--- src/rtl/mips_mem_pkg.sv ---
// Shared definitions for the MIPS memory arbiter: FSM state encoding,
// default SRAM word-address width and performance counter slot indices.
`timescale 1ns/1ps
package mips_mem_pkg;

    localparam int ADDR_W_DEF = 14;

    typedef enum logic [2:0] {
        ST_IDLE   = 3'd0,
        ST_I_WAIT = 3'd1,
        ST_I_RESP = 3'd2,
        ST_D_WAIT = 3'd3,
        ST_D_RESP = 3'd4
    } arb_state_t;

    localparam int NUM_CNT    = 4;
    localparam int CNT_IFETCH = 0;
    localparam int CNT_DREAD  = 1;
    localparam int CNT_DWRITE = 2;
    localparam int CNT_STALL  = 3;

endpackage

--- src/rtl/arb_perf_cnt.sv ---
// Bank of free-running 32-bit event counters, one increment strobe each;
// counters wrap naturally at 2^32.
`timescale 1ns/1ps
module arb_perf_cnt
    import mips_mem_pkg::*;
(
    input  logic                     clk,
    input  logic                     rst,
    input  logic [NUM_CNT-1:0]       i_inc,
    output logic [NUM_CNT-1:0][31:0] o_cnt
);

    logic [NUM_CNT-1:0][31:0] r_cnt;

    always_ff @(posedge clk or posedge rst) begin
        if (rst) begin
            r_cnt <= '0;
        end else begin
            for (int i = 0; i < NUM_CNT; i++) begin
                if (i_inc[i]) r_cnt[i] <= r_cnt[i] + 32'd1;
            end
        end
    end

    assign o_cnt = r_cnt;

endmodule

--- src/rtl/mips_mem_arbiter.sv ---
// Arbitrates CPU instruction fetches and data accesses onto one single-port
// synchronous SRAM. Define ARB_PERF_CNT_EN to build the performance counters.
//
// Handshake: a request is accepted in the cycle its Ack is high (IDLE only);
// a response is transferred in every cycle where Valid and its Ack are both high.
`timescale 1ns/1ps
module mips_mem_arbiter
    import mips_mem_pkg::*;
#(
    parameter int ADDR_W = ADDR_W_DEF
) (
    input  logic              clk,
    input  logic              rst,
    input  logic [31:0]       PC,
    input  logic              Inst_Req_Valid,
    output logic              Inst_Req_Ack,
    output logic [31:0]       Instruction,
    output logic              Inst_Valid,
    input  logic              Inst_Ack,
    input  logic [31:0]       Address,
    input  logic              MemWrite,
    input  logic              MemRead,
    input  logic [31:0]       Write_data,
    input  logic [3:0]        Write_strb,
    output logic              Mem_Req_Ack,
    output logic [31:0]       Read_data,
    output logic              Read_data_Valid,
    input  logic              Read_data_Ack,
    output logic              ram_en,
    output logic [3:0]        ram_we,
    output logic [ADDR_W-1:0] ram_addr,
    output logic [31:0]       ram_wdata,
    input  logic [31:0]       ram_rdata,
    output logic [31:0]       arb_perf_cnt_0,
    output logic [31:0]       arb_perf_cnt_1,
    output logic [31:0]       arb_perf_cnt_2,
    output logic [31:0]       arb_perf_cnt_3,
    output arb_state_t        o_dbg_state
);

    arb_state_t  r_state;
    logic [31:0] r_buf;
    logic        r_inst_valid;
    logic        r_data_valid;

    logic w_wr_sel;
    logic w_rd_sel;
    logic w_if_sel;
    logic w_unused_addr_bits;

    // Fixed priority: write beats read beats fetch; only IDLE accepts.
    always_comb begin
        w_wr_sel = 1'b0;
        w_rd_sel = 1'b0;
        w_if_sel = 1'b0;
        if (r_state == ST_IDLE) begin
            w_wr_sel = MemWrite;
            w_rd_sel = !MemWrite && MemRead;
            w_if_sel = !MemWrite && !MemRead && Inst_Req_Valid;
        end
    end

    assign Mem_Req_Ack  = w_wr_sel | w_rd_sel;
    assign Inst_Req_Ack = w_if_sel;

    assign ram_en    = w_wr_sel | w_rd_sel | w_if_sel;
    assign ram_we    = w_wr_sel ? Write_strb : 4'b0000;
    assign ram_addr  = w_if_sel ? PC[ADDR_W+1:2] : Address[ADDR_W+1:2];
    assign ram_wdata = w_wr_sel ? Write_data : 32'd0;

    // Byte offset and bits beyond the SRAM size are intentionally dropped.
    assign w_unused_addr_bits = ^{PC[31:ADDR_W+2], PC[1:0],
                                  Address[31:ADDR_W+2], Address[1:0]};

    always_ff @(posedge clk or posedge rst) begin
        if (rst) begin
            r_state      <= ST_IDLE;
            r_buf        <= 32'd0;
            r_inst_valid <= 1'b0;
            r_data_valid <= 1'b0;
        end else begin
            case (r_state)
                ST_IDLE: begin
                    if (w_rd_sel)      r_state <= ST_D_WAIT;
                    else if (w_if_sel) r_state <= ST_I_WAIT;
                end
                ST_I_WAIT: begin
                    r_buf        <= ram_rdata;
                    r_inst_valid <= 1'b1;
                    r_state      <= ST_I_RESP;
                end
                ST_D_WAIT: begin
                    r_buf        <= ram_rdata;
                    r_data_valid <= 1'b1;
                    r_state      <= ST_D_RESP;
                end
                ST_I_RESP: begin
                    if (Inst_Ack) begin
                        r_inst_valid <= 1'b0;
                        r_state      <= ST_IDLE;
                    end
                end
                ST_D_RESP: begin
                    if (Read_data_Ack) begin
                        r_data_valid <= 1'b0;
                        r_state      <= ST_IDLE;
                    end
                end
                default: begin
                    r_inst_valid <= 1'b0;
                    r_data_valid <= 1'b0;
                    r_state      <= ST_IDLE;
                end
            endcase
        end
    end

    assign Instruction     = r_buf;
    assign Read_data       = r_buf;
    assign Inst_Valid      = r_inst_valid;
    assign Read_data_Valid = r_data_valid;
    assign o_dbg_state     = r_state;

`ifdef ARB_PERF_CNT_EN
    logic [NUM_CNT-1:0]       w_cnt_inc;
    logic [NUM_CNT-1:0][31:0] w_cnt;

    // A held request that is not acked this cycle is a stall cycle.
    always_comb begin
        w_cnt_inc             = '0;
        w_cnt_inc[CNT_IFETCH] = w_if_sel;
        w_cnt_inc[CNT_DREAD]  = w_rd_sel;
        w_cnt_inc[CNT_DWRITE] = w_wr_sel;
        w_cnt_inc[CNT_STALL]  = (MemWrite | MemRead | Inst_Req_Valid) && !ram_en;
    end

    arb_perf_cnt u_perf_cnt (
        .clk   (clk),
        .rst   (rst),
        .i_inc (w_cnt_inc),
        .o_cnt (w_cnt)
    );

    assign arb_perf_cnt_0 = w_cnt[CNT_IFETCH];
    assign arb_perf_cnt_1 = w_cnt[CNT_DREAD];
    assign arb_perf_cnt_2 = w_cnt[CNT_DWRITE];
    assign arb_perf_cnt_3 = w_cnt[CNT_STALL];
`else
    assign arb_perf_cnt_0 = 32'd0;
    assign arb_perf_cnt_1 = 32'd0;
    assign arb_perf_cnt_2 = 32'd0;
    assign arb_perf_cnt_3 = 32'd0;
`endif

endmodule

--- config.mk ---
export PLATFORM = sky130hd
export DESIGN_NAME = mips_mem_arbiter
export DESIGN_NICKNAME = d
export VERILOG_FILES = /design/src/rtl/mips_mem_pkg.sv /design/src/rtl/arb_perf_cnt.sv /design/src/rtl/mips_mem_arbiter.sv
export SDC_FILE = /design/constraint.sdc
export NUM_CORES = 1
export LEC_CHECK = 0
export CORE_AREA = 2 2 152 154
export DETAILED_ROUTE_END_ITERATION = 6
export DIE_AREA = 0 0 154 156
export PLACE_DENSITY_LB_ADDON = 0.25
export SETUP_SLACK_MARGIN = 0.2
export SYNTH_ARGS = -nofsm -noshare
export SYNTH_HDL_FRONTEND = slang
export SYNTH_SLANG_ARGS = --single-unit
--- constraint.sdc ---
create_clock -name clk -period 1.6 [get_ports clk]
set_input_delay 0.32 -clock clk [delete_from_list [all_inputs] [get_ports clk]]
set_output_delay 0.32 -clock clk [all_outputs]
set_load 0.02 [all_outputs]
==> summary.md <==
| Metric | Value |
|---|---|
| Outcome | `finished, violations left` |
| Failing checks | `setup timing` |
| F_max | `between 400 and 500 MHz` |
| Arr. time, crit path | `about 1800 ps` |
| Max cap viols | `0` |
| Gpl congestion | `0.705` |
| Tcrit/Tclk final | `1.31` |
| Die X | `roughly 150 um` |
| I/O pin cnt | `389` |
| GRT overflow | `0` |
| Reg-to-reg slack, setup | `-20 ps` |
| Crit path cell chain | `nor3_4, buf_12, nand3_4, buf_12, mux2_4, buf_2` |
| Cell count after synthesis | `318` |
| Crit-path leading delay family | `buffers and inverters` |
| Post-layout util | `0.270` |
| CORE AREA | `about 0.022 mm^2` |
| Die ar. | `0.0240 mm^2` |
| Largest net degree at the start of global routing | `39` |
| Sequential area share after synthesis | `0.296` |
| Most common cell after layout, fill and taps aside | `conb_1` |
| Mean Syn Cell Area | `around 9.8 um^2` |
| Vias | `between 2000 and 3000` |
| Skew final | `8.14 ps` |
| Initial Util | `0.140` |
| CTS tree | `yes` |
| Worst-case clock buffer depth | `2` |
| Dpl ws | `-931 ps` |
| Worst Path Required | `1280 ps` |
| Worst reg-to-reg path cell count | `7` |
| Final Setup Violations | `77` |
| Clk_lat worst skew | `~280 ps` |
| Vias per cell | `3.25` |
| IO Port Bufs | `~220` |
| P&R area growth vs syn | `92.8%` |
| Critical path buffer and inverter count | `3` |
| CP Max Fanout | `16` |
| Cell mode on critical path | `buf_12` |
| Reg2reg end | `Instruction[20]` |
| GRT Total Usage | `0.0878` |
| CP max-delay cell | `dfrtp_2` |
| Critical path type | `flop to primary output` |
| Fin worst setup slack | `-493 ps` |
| Reg2reg start | `o_dbg_state[0]` |
| Leak | `about 2.9 nW` |
| Warnings from Yosys | `0` |
| Row count | `55` |
| Fraction of layout cells with a size suffix above 1 | `0.361` |
| Post-route DRC | `0` |
| DRT iter0 DRCs | `53` |
| Worst path max stage delay | `between 400 and 500 ps` |
| Cell Area, Synth | `around 0.0031 mm^2` |
| Final WL | `about 12000 um` |
| Vias in the first global route | `roughly 2700` |
| Commonest non-fill, non-tap cells in the layout | `conb_1, clkdlybuf4s50_1, buf_6, dlygate4sd2_1, mux2_4` |
| First-pass GRT wire length | `16100 um` |
| Power Density | `~1700 mW/mm^2` |
| H-Tree Depth | `2` |
| Root Driver | `clkbuf_16` |
| Initial antenna violation count | `0` |
| CTS Sinks | `37` |
| Height of the die | `around 160 um` |
| Min Tclk post-route | `2090 ps` |
| Ant diodes | `0` |
| Worst-path clk slew | `around 60 ps` |
| Final Hold Viols | `0` |
| Crit path capture type | `primary output` |
| Maximum vdd ir drop | `816 uV` |
| Wirelength per Cell | `roughly 14 um` |
| CP startpoint kind | `flop` |
| Fin nets | `around 700` |
| Slew Limit Fails | `0` |
| Unrepaired setup endpoints after global routing | `yes` |
| Unique masters post-synth | `23` |
| Worst Hold Class | `input port to async pin` |
| DP Wirelength | `8380 um` |
| Seq cells post-synth | `37` |
| DR pass1 iterations | `4` |
| Antenna-violating nets left | `0` |
| CTS Buf Count | `5` |
==> through the flow <==
stage | hold WS [ps] | cells | total power (W) | TNS, ps | cell area [um^2]
after floorplan | 472 | 445 | 0.00546 | -3690 | 3670
after CTS | 286 | 829 | 0.00966 | -21770 | 5750
after global placement | 492 | 792 | 0.00755 | -37240 | 5120
after detailed placement | 515 | 792 | 0.00759 | -38490 | 5120
after global routing | 309 | 833 | 0.0106 | -25670 | 6030
final | 279 | 833 | 0.0101 | -21360 | 6030
==> flip-flops by register name, indices dropped and copies added (netlist names) <==
signal and count:
o_dbg_state 3, Inst_Valid 1, Instruction 32, Read_data_Valid 1
==> layer usage <==
layer / vias to the layer above / routed length [um] / GRT usage
li1: 1217 / - / -
met1: 1283 / 4200 / 0.0960
met2: 202 / 6390 / 0.173
met3: 6 / 910 / 0.0189
met4: 0 / 91 / 0.0187
met5: - / 0 / 0
==> logic make-up after synthesis <==
kind of cell,Yosys count,share of synthesized area
AO/OA/AOI/OAI,8,0.0172
buffers and inverters,177,0.411
flip-flops,37,0.296
multiplexers,46,0.175
other,1,0.00120
AND/OR/NAND/NOR,49,0.100
==> what timing repair did <==
item / CTS / global route
gates cloned: 6 / 0
resized for setup: 409 / 68
setup buffers: 23 / 4
setup endpoints to repair: 153 / 90
hold buffers: 0 / 0
pin swaps: 9 / 11
==> where the power goes <==
group / internal (W) / switching (W)
Clock: 0.000571 / 0.000396
Sequential: 0.00142 / 0.000373
Combinational: 0.00390 / 0.00340
Total: 0.00589 / 0.00417
==> cell usage after synthesis (all sizes together) <==
library cell,n,area [um^2]
nand3,1,17.5
nor2,4,15.0
or3,1,6.26
nand2b,2,12.5
mux2,46,548
and3,36,225
nand2,1,3.75
a21oi,2,10.0
conb,1,3.75
a22o,2,17.5
a21o,1,7.51
nor2b,1,6.26
dfrtp,37,926
a211o,1,8.76
buf,166,1240
nor3,3,26.3
clkbuf,7,26.3
o21ai,2,10.0
inv,4,15.0
==> worst max-delay path by stage <==
stage	startpoint	end	cells after the start
6_report	o_dbg_state[1]	ram_addr[12]	6
5_1_grt	o_dbg_state[1]	ram_addr[12]	6
4_1_cts	o_dbg_state[1]	ram_addr[9]	6
3_5_place_dp	MemRead	ram_addr[12]	5
3_3_place_gp	MemWrite	ram_addr[6]	5
2_1_floorplan	o_dbg_state[1]	ram_addr[10]	5
==> final cells by class <==
class / count / area [um^2]
fill: 2416 / 16300
timing repair buffer: 268 / 2880
multi-input combinational: 231 / 1710
sequential: 37 / 930
tap: 285 / 357
clock buffer: 5 / 125
clock inverter: 3 / 17.5
inverter: 4 / 15.0
No activity file was read; power rests on OpenSTA's default activity.
